[config.mk]
export PLATFORM = sky130hd
export DESIGN_NAME = instruction_fetch_flat
export DESIGN_NICKNAME = d
export VERILOG_FILES = /design/src/rtl/cpu_fetch_pkg.sv /design/src/rtl/instruction_fetch_if.sv /design/src/rtl/instruction_fetch.sv /design/src/flat_wrapper.sv
export SDC_FILE = /design/constraint.sdc
export NUM_CORES = 1
export LEC_CHECK = 0
export BUFFER_PORTS_ARGS = -buffer_cell sky130_fd_sc_hd__buf_2
export CAP_MARGIN = 20
export CELL_PAD_IN_SITES_DETAIL_PLACEMENT = 2
export CELL_PAD_IN_SITES_GLOBAL_PLACEMENT = 2
export CORE_ASPECT_RATIO = 0.75
export CORE_MARGIN = 5
export CORE_UTILIZATION = 31
export CTS_CLUSTER_SIZE = 30
export DETAILED_ROUTE_END_ITERATION = 12
export GPL_TIMING_DRIVEN = 0
export PLACE_DENSITY = 0.77
export REMOVE_ABC_BUFFERS = 1
export SKIP_LAST_GASP = 1
export SYNTH_ARGS = -nofsm -noshare
export SYNTH_HDL_FRONTEND = slang
export SYNTH_SLANG_ARGS = --single-unit
[constraint.sdc]
create_clock -name clk -period 6 [get_ports clk]
set_input_delay 1.2 -clock clk [delete_from_list [all_inputs] [get_ports clk]]
set_output_delay 1.2 -clock clk [all_outputs]
set_load 0.02 [all_outputs]
[src/rtl/cpu_fetch_pkg.sv]
// Shared types, constants and helpers for the instruction fetch stage.
package cpu_fetch_pkg;

  localparam int unsigned ADDR_W    = 32;
  localparam int unsigned DATA_W    = 32;
  localparam int unsigned RESET_PC  = 100;
  localparam int unsigned MEM_DEPTH = 256;
  localparam int unsigned PC_STEP   = 4;

  typedef enum logic [1:0] {
    IDLE  = 2'd0,
    RUN   = 2'd1,
    FAULT = 2'd2
  } state_e;

  // A PC is fetchable when it is word aligned and inside the memory.
  function automatic logic pc_legal(input logic [ADDR_W-1:0] addr,
                                    input logic [ADDR_W-1:0] depth = ADDR_W'(MEM_DEPTH));
    return (addr < depth) && (addr[1:0] == 2'b00);
  endfunction

endpackage

[src/rtl/instruction_fetch_if.sv]
// Instruction memory port, redirect request and decode handshake of the fetch stage.
interface instruction_fetch_if #(
  parameter int unsigned ADDR_W = 32,
  parameter int unsigned DATA_W = 32
);

  logic [ADDR_W-1:0] imem_addr;
  logic [DATA_W-1:0] imem_data;
  logic              branch_valid;
  logic [ADDR_W-1:0] branch_target;
  logic              out_valid;
  logic              out_ready;
  logic [DATA_W-1:0] out_instr;
  logic [ADDR_W-1:0] out_pc;

  // Fetch unit side.
  modport master (
    output imem_addr, out_valid, out_instr, out_pc,
    input  imem_data, branch_valid, branch_target, out_ready
  );

  // Memory / branch unit / decode side.
  modport slave (
    input  imem_addr, out_valid, out_instr, out_pc,
    output imem_data, branch_valid, branch_target, out_ready
  );

endinterface

[src/rtl/instruction_fetch.sv]
// Instruction fetch: owns the PC, reads a combinational instruction memory,
// and presents {instr, pc} to decode over valid/ready with redirect and fault handling.
module instruction_fetch
  import cpu_fetch_pkg::*;
#(
  parameter int unsigned ADDR_W    = cpu_fetch_pkg::ADDR_W,
  parameter int unsigned DATA_W    = cpu_fetch_pkg::DATA_W,
  parameter int unsigned RESET_PC  = cpu_fetch_pkg::RESET_PC,
  parameter int unsigned MEM_DEPTH = cpu_fetch_pkg::MEM_DEPTH,
  parameter int unsigned PC_STEP   = cpu_fetch_pkg::PC_STEP
) (
  input  logic                   clk,
  input  logic                   reset,
  input  logic                   start,
  instruction_fetch_if.master    bus,
  output logic                   fault,
  output logic [31:0]            fetch_count
);

  state_e            state_q, state_d;
  logic [ADDR_W-1:0] pc_q, pc_d;
  logic              out_valid_q, out_valid_d;
  logic [DATA_W-1:0] out_instr_q, out_instr_d;
  logic [ADDR_W-1:0] out_pc_q, out_pc_d;
  logic              fault_q, fault_d;
  logic [31:0]       fetch_count_q, fetch_count_d;

  logic transfer;
  logic slot_free;
  logic squash;
  logic pc_ok;
  logic target_ok;

  assign transfer  = out_valid_q && bus.out_ready;
  assign slot_free = !out_valid_q || bus.out_ready;
  assign squash    = bus.branch_valid && (state_q != IDLE);
  assign pc_ok     = pc_legal(pc_q, ADDR_W'(MEM_DEPTH));
  assign target_ok = pc_legal(bus.branch_target, ADDR_W'(MEM_DEPTH));

  // Next-state, PC, output register and counter update; redirect beats fetch.
  always_comb begin
    // NOTE: every signal gets a default here so no path through the case infers a latch.
    state_d       = state_q;
    pc_d          = pc_q;
    out_valid_d   = out_valid_q;
    out_instr_d   = out_instr_q;
    out_pc_d      = out_pc_q;
    fault_d       = fault_q;
    fetch_count_d = fetch_count_q;

    // A completed handshake frees the slot; a squashed instruction is never counted.
    if (transfer) begin
      out_valid_d = 1'b0;
      if (!squash) begin
        fetch_count_d = fetch_count_q + 32'd1;
      end
    end

    unique case (state_q)
      IDLE: begin
        if (bus.branch_valid && target_ok) begin
          pc_d = bus.branch_target;
        end
        if (start) begin
          state_d = RUN;
        end
      end

      RUN: begin
        if (bus.branch_valid) begin
          out_valid_d = 1'b0;
          if (target_ok) begin
            pc_d = bus.branch_target;
          end else begin
            fault_d = 1'b1;
            state_d = FAULT;
          end
        end else if (slot_free) begin
          if (pc_ok) begin
            out_instr_d = bus.imem_data;
            out_pc_d    = pc_q;
            out_valid_d = 1'b1;
            pc_d        = pc_q + ADDR_W'(PC_STEP);
          end else begin
            fault_d = 1'b1;
            state_d = FAULT;
          end
        end
      end

      FAULT: begin
        if (bus.branch_valid) begin
          out_valid_d = 1'b0;
          if (target_ok) begin
            pc_d    = bus.branch_target;
            fault_d = 1'b0;
            state_d = RUN;
          end
        end
      end

      default: begin
        state_d = IDLE;
      end
    endcase
  end

  // State and datapath registers with immediate asynchronous reset.
  always_ff @(posedge clk or posedge reset) begin
    if (reset) begin
      state_q       <= IDLE;
      pc_q          <= ADDR_W'(RESET_PC);
      out_valid_q   <= 1'b0;
      out_instr_q   <= '0;
      out_pc_q      <= '0;
      fault_q       <= 1'b0;
      fetch_count_q <= '0;
    end else begin
      // NOTE: non-blocking assignments so every register samples pre-edge values together.
      state_q       <= state_d;
      pc_q          <= pc_d;
      out_valid_q   <= out_valid_d;
      out_instr_q   <= out_instr_d;
      out_pc_q      <= out_pc_d;
      fault_q       <= fault_d;
      fetch_count_q <= fetch_count_d;
    end
  end

  assign bus.imem_addr = pc_q;
  assign bus.out_valid = out_valid_q;
  assign bus.out_instr = out_instr_q;
  assign bus.out_pc    = out_pc_q;
  assign fault         = fault_q;
  assign fetch_count   = fetch_count_q;

endmodule
[src/flat_wrapper.sv]
// flat-port wrapper written by rule: the top's interface ports become plain ports
module instruction_fetch_flat import cpu_fetch_pkg::*;
#(
  parameter int unsigned ADDR_W    = cpu_fetch_pkg::ADDR_W,
  parameter int unsigned DATA_W    = cpu_fetch_pkg::DATA_W,
  parameter int unsigned RESET_PC  = cpu_fetch_pkg::RESET_PC,
  parameter int unsigned MEM_DEPTH = cpu_fetch_pkg::MEM_DEPTH,
  parameter int unsigned PC_STEP   = cpu_fetch_pkg::PC_STEP
)
  (clk, reset, start, fault, fetch_count, bus_imem_addr, bus_out_valid, bus_out_instr, bus_out_pc, bus_imem_data, bus_branch_valid, bus_branch_target, bus_out_ready);
  instruction_fetch_if #(.ADDR_W(ADDR_W), .DATA_W(DATA_W)) bus_i ();
  input  logic clk;
  input  logic reset;
  input  logic start;
  output logic fault;
  output logic [31:0] fetch_count;
  output wire logic [$bits(bus_i.imem_addr)-1:0] bus_imem_addr;
  output wire logic [$bits(bus_i.out_valid)-1:0] bus_out_valid;
  output wire logic [$bits(bus_i.out_instr)-1:0] bus_out_instr;
  output wire logic [$bits(bus_i.out_pc)-1:0] bus_out_pc;
  input wire logic [$bits(bus_i.imem_data)-1:0] bus_imem_data;
  input wire logic [$bits(bus_i.branch_valid)-1:0] bus_branch_valid;
  input wire logic [$bits(bus_i.branch_target)-1:0] bus_branch_target;
  input wire logic [$bits(bus_i.out_ready)-1:0] bus_out_ready;
  assign bus_imem_addr = bus_i.imem_addr;
  assign bus_out_valid = bus_i.out_valid;
  assign bus_out_instr = bus_i.out_instr;
  assign bus_out_pc = bus_i.out_pc;
  assign bus_i.imem_data = bus_imem_data;
  assign bus_i.branch_valid = bus_branch_valid;
  assign bus_i.branch_target = bus_branch_target;
  assign bus_i.out_ready = bus_out_ready;
  instruction_fetch #(.ADDR_W(ADDR_W), .DATA_W(DATA_W), .RESET_PC(RESET_PC), .MEM_DEPTH(MEM_DEPTH), .PC_STEP(PC_STEP)) u_core (.clk(clk), .reset(reset), .start(start), .bus(bus_i), .fault(fault), .fetch_count(fetch_count));
endmodule
# Word level (Yosys, flattened, before mapping)
# Index checks and enable logic that the tools add are counted.
dict set report classes {
  add_sub_neg 2
  n_eq_ne 10
  reduce_logical 18
  bitwise 2
  n_lt_le_gt_ge 2
  mux 28
}
# cell count
set ops {}
lappend ops {{32-bit 2-to-1 mux} 6}
lappend ops {{32-bit one-hot mux with 3 select lines} 1}
lappend ops {{32-bit by 9-bit < comparator with 1-bit output (second input constant)} 2}
lappend ops {{32-bit by 1-bit adder with 32-bit output (second input constant)} 1}
lappend ops {{32-bit by 3-bit adder with 32-bit output (second input constant)} 1}
lappend ops {{2-bit 2-to-1 mux} 7}
lappend ops {{6-bit AND reduction} 2}
lappend ops {{1-bit 2-to-1 mux} 11}
lappend ops {{2-bit zero test} 3}
lappend ops {{3-bit by 2-bit != test with 1-bit output (second input constant)} 2}
lappend ops {{3-bit != test (second input constant)} 2}
lappend ops {{2-bit one-hot mux with 3 select lines} 1}
lappend ops {{1-bit logical AND} 5}
lappend ops {{5-bit AND reduction} 1}
lappend ops {{2-bit by 1-bit != test with 1-bit output (second input constant)} 2}
lappend ops {{2-bit != test (second input constant)} 2}
lappend ops {{1-bit one-hot mux with 2 select lines} 2}
lappend ops {{4-bit AND reduction} 1}
lappend ops {{2-bit nonzero test} 2}
lappend ops {{3-bit nonzero test} 1}
lappend ops {{2-bit by 1-bit equality test with 1-bit output (second input constant)} 1}
lappend ops {{2-bit equality test (second input constant)} 1}
lappend ops {{1-bit NOT} 2}
lappend ops {{2-bit AND reduction} 1}
lappend ops {{other kinds (2)} 2}
dict set report totals {
  reg_bits 132
  word_cells 69
}

# Logic depth before layout (Yosys ltp)
dict set report logic_depth {
  word_depth 6
  depth_mapped 8
  ltp_nobuf 7
}

# Worst setup path after synthesis
# Ideal clock, no wire load.
dict set report synth_path {
  path_kind {input -> register}
  from {input port bus_branch_target[25]}
  to {register u_core.pc_q[2] (netlist: u_core.bus.imem_addr[2])}
  setup_slack_ns 3.175
  stages 5
  arrival_ns 2.731
  path_cell_list {nor4_1 -> nand4_1 -> o31ai_1 -> a211oi_1 -> a311oi_1}
}
dict set report synth_via {
  elab_chain_cells 5
  word_cells_on_any_way 9
  cone_classes {1 x order compare; 1 x eq/ne; 4 x mux; 3 x reduce/logical}
}
# item line_no
set synth_lines {}
lappend synth_lines {{start: declaration} flat_wrapper.sv:23} ;# input wire logic [$bits(bus_i.branch_target)-1:0] bus_branch_target;
lappend synth_lines {{32-bit by 9-bit < comparator with 1-bit output *} cpu_fetch_pkg.sv:19} ;# return (addr < depth) && (addr[1:0] == 2'b00);
lappend synth_lines {{1-bit logical AND *} cpu_fetch_pkg.sv:19}
lappend synth_lines {{32-bit 2-to-1 mux / 1-bit logical AND (equally long branches)} -}
lappend synth_lines {{32-bit 2-to-1 mux (tied with other cells)} -}
lappend synth_lines {{32-bit one-hot mux with 3 select lines / 5-bit AND reduction (equally long branches)} -}
lappend synth_lines {{end signal: assignment} instruction_fetch.sv:112} ;# pc_q <= ADDR_W'(RESET_PC);
lappend synth_lines {{end signal: assignment} instruction_fetch.sv:121} ;# pc_q <= pc_d;
lappend synth_lines {{end: declaration} instruction_fetch.sv:21} ;# logic [ADDR_W-1:0] pc_q, pc_d;
# Mark *: on every way between the ends. The rest lies on a longest branch, timed or not. The select of a mux whose other input is x is not followed.
# A chain may end at the register's enable or synchronous reset.

# Final worst setup path
dict set report layout_path {
  from {register u_core.pc_q[16] (netlist: u_core.bus.imem_addr[16])}
  to {register u_core.out_instr_q[15] (netlist: u_core.bus.out_instr[15])}
}
dict set report layout_via {
  elab_chain_cells 3
}
# item line_no
set layout_lines {}
lappend layout_lines {{32-bit by 9-bit < comparator with 1-bit output} cpu_fetch_pkg.sv:19}
lappend layout_lines {{1-bit logical AND} cpu_fetch_pkg.sv:19}
lappend layout_lines {{4-bit AND reduction (no line)} -}
lappend layout_lines {{end signal: assignment} instruction_fetch.sv:123} ;# out_instr_q <= out_instr_d;
lappend layout_lines {{end: declaration} instruction_fetch.sv:23} ;# logic [DATA_W-1:0] out_instr_q, out_instr_d;
# Every way passes these cells.

==> metrics.yaml <==
cells_and_area:
  drive_above_1_share_pct: 43.2
  fin_area_sq_um: 7470
  diodes: 0
  nNetsFinal: 722
  area_delta_synth_final_pct: 34.6
  nFillCells: 1851
  layout.cells.non_filler: 902
power_and_ir_drop:
  total_power_mw: 3.33
  ir_drop_v: 0.000194
  p_per_area_nw_per_um2: 445
  p_leak_nw: 3.85
flow_run:
  cap_violations: 0
cts:
  cts_tree: "yes"
  clk_path_buf_depth: 2
  h-tree-depth: 4
  cts_resized: 0
  cts_sinks: 132
  clk_latency_ps: 420
  clock-root-buffer: "clkbuf_16"
  post_cts_buffers: 0
  path_clk_slew_ps: 60
  numCtsBuffers: 17
  hold_buffers: 0
synthesis:
  ys.flop_type: "dfrtp_1"
  synthTopCellsByCount: "dfrtp_1 (129), mux2_2 (39), nor2b_1 (29), xnor2_1 (27), and2_1 (22)"
  synth_seq_cells: 132
  synth_cell_types: 53
  yosysTopAreaCell: "dfrtp_1"
  synth.most_common_cell: "dfrtp_1"
  postSynthAreaPerCell_sq_um: 12.6
  synth.cell_area_sq_um: 5550
  yosys-top-cells-area: "dfrtp_1 (58%), mux2_2 (7.9%), xnor2_1 (4.3%)"
  synth_edf_count: 0
  yosysSeqAreaShare_pct: 59.6
  yosys_warnings: 0
  synth-async-reset-ratio_pct: 100
  yosysTopAreaCellShare_pct: 58.1
  synthCells: 441
place:
  dpl.hpwl_microns: 13200
  placedCellCount: 870
  io_buffers: 198
  place_congestion: 0.774
  placedInstanceArea_sq_um: 6850
  pre_cts_ws_ps: 2520
timing:
  rsz0062_at_grt: "false"
  worstMarginPinSlew_ps: 1060
  hold_viol_final: 0
  finalSetupViolCount: 0
  slew_headroom_pct: 28.5
  finalCriticalPeriod_ps: 3400
  min_period_over_period_pct: 56.7
  fmax_ghz: 0.294
  setup_ws_ps: 2600
  finalMaxSlewViolations: 0
  finClkSkew_ps: 10.5
floorplan:
  dieWidth_microns: 165
  coreArea_sq_um: 17600
  die_y_microns: 126
  row_count: 42
  dieArea_sq_um: 20700
  initial_core_util_pct: 31.5
  num_io_pins: 199
drt:
  wl_met2_microns: 8950
  wire_per_inst_microns: 19.8
  wl_met3_microns: 1130
  m1WireLength_microns: 7530
  routed_via_density: 4.86
  drt_wl_total_microns: 17800
  dr.pass1.iters: 4
  top_layer: "met5"
  via_count: 4386
  drc: 0
  ant_nets: 0
  first_iter_violations: 190
global_route:
  grt_use_total_pct: 17.4
  grt-ovfl-total: 0
  antenna_found_initial: 3
  grt_max_degree: 72
  grt_pass1_wl_microns: 28500
  grt_pass1_vias: 5057
worst_setup_path:
  r2r-start: "u_core.bus.imem_addr[16]"
  endpoint: "u_core.bus.out_instr[15]"
  rr_worst_depth: 7
  rr_endpoint: "u_core.bus.out_instr[15]"
  worstPathRequired_ps: 6300
  end_kind: "flip-flop"
  arrival_ps: 3710
  crit_start: "u_core.bus.imem_addr[16]"
  start_kind: "flip-flop"
  crit_type: "flip-flop to flip-flop"
  r2r_slack_ps: 2600
  path_max_fanout: 25
run_status:
  run_status: "complete, no violations"
worst_hold_path:
  hold_class: "flip-flop to flip-flop"
==> per-stage QoR <==
| stage | hold slack [ps] | utilization (%) | TNS (ps) |
|---|---|---|---|
| after floorplan | 525 | - | 0 |
| after CTS | 478 | 42.5 | 0 |
| final | 471 | 42.5 | 0 |
| after detailed placement | 468 | 38.9 | 0 |
| after global placement | 464 | 38.4 | -20550 |
| after global routing | 505 | 42.5 | 0 |
==> where the power goes <==
part	internal, mW	switching (mW)	leakage (nW)	total (mW)
sequential	1.06	0.124	1.75	1.18
clock	0.700	0.406	0.310	1.11
combinational	0.402	0.642	1.79	1.04
==> sequential cells by signal (all words and copies together) (netlist names) <==
signal                flops
u_core.fault              1
u_core.bus.out_pc        32
u_core.fetch_count       32
u_core.state_q            2
u_core.bus.out_valid      1
u_core.bus.out_instr     32
u_core.bus.imem_addr     32
==> how the worst min path moves through the flow <==
stage	slack (ps)	to	cells past startpoint	start
floorplan	530	u_core.state_q[1]	1	u_core.state_q[1]
global route	510	u_core.fetch_count[19]	1	u_core.fetch_count[19]
global placement	460	u_core.fetch_count[31]	1	u_core.fetch_count[31]
detailed placement	470	u_core.fetch_count[31]	1	u_core.fetch_count[31]
finish	470	u_core.fetch_count[31]	1	u_core.fetch_count[31]
CTS	480	u_core.fetch_count[31]	1	u_core.fetch_count[31]
==> per-layer routing <==
metal / vias up / track usage (%)
li1: 1984 / -
met1: 2237 / 21.2
met2: 137 / 30.1
met3: 22 / 5.55
met4: 6 / 4.45
met5: - / 0
==> critical path, cell delays in order (launching register included) <==
cell	delay (ps)
dfrtp_1	420
nor4_1	400
nand4_1	320
or3_1	550
nor3_4	790
buf_16	260
buf_16	180
mux2_2	340
==> logic make-up after synthesis <==
family                     share of synthesized area [%]
muxes                                               7.91
xor gates and xnor gates                            5.36
and+or+nand+nor                                     16.6
buffers and inverters                               2.19
AOI/OAI and AO/OA                                   7.01
adders and majority gates                           1.35
DFF                                                 59.6
==> layout make-up <==
class                   count  area, sq um  share of cell area [%]
flip-flops and latches    132         3310                    44.2
multi-input cells         286         2120                    28.4
repair buffers            201         1070                    14.4
clock buffers              21          480                    6.43
well taps                 242          303                    4.05
clock inverters            11          148                    1.98
inverters                   9         38.8                   0.519
==> layout by cell type, fill, tap and decap left out, types with 2 or more instances in the layout <==
cell	instances
buf_2	198
dfrtp_1	129
mux2_2	39
nor2b_1	29
xnor2_1	27
and2_1	22
nor2_1	17
nand2_1	17
clkbuf_16	17
nand4_1	16
nand3_1	14
nor4_1	13
a22o_1	10
inv_1	7
and3_1	7
xor2_1	7
a21oi_1	6
o21ai_0	6
ha_1	6
a21boi_0	5
nand2b_1	4
clkbuf_8	4
and4_1	3
nor3_1	3
a221oi_1	3
inv_6	3
a211oi_1	3
bufinv_16	3
clkinv_2	3
buf_16	3
dfstp_2	3
o22ai_1	2
a31oi_1	2
o31ai_1	2
or4b_2	2
clkinv_4	2
Note: power is estimated with default switching activity, not from simulation.
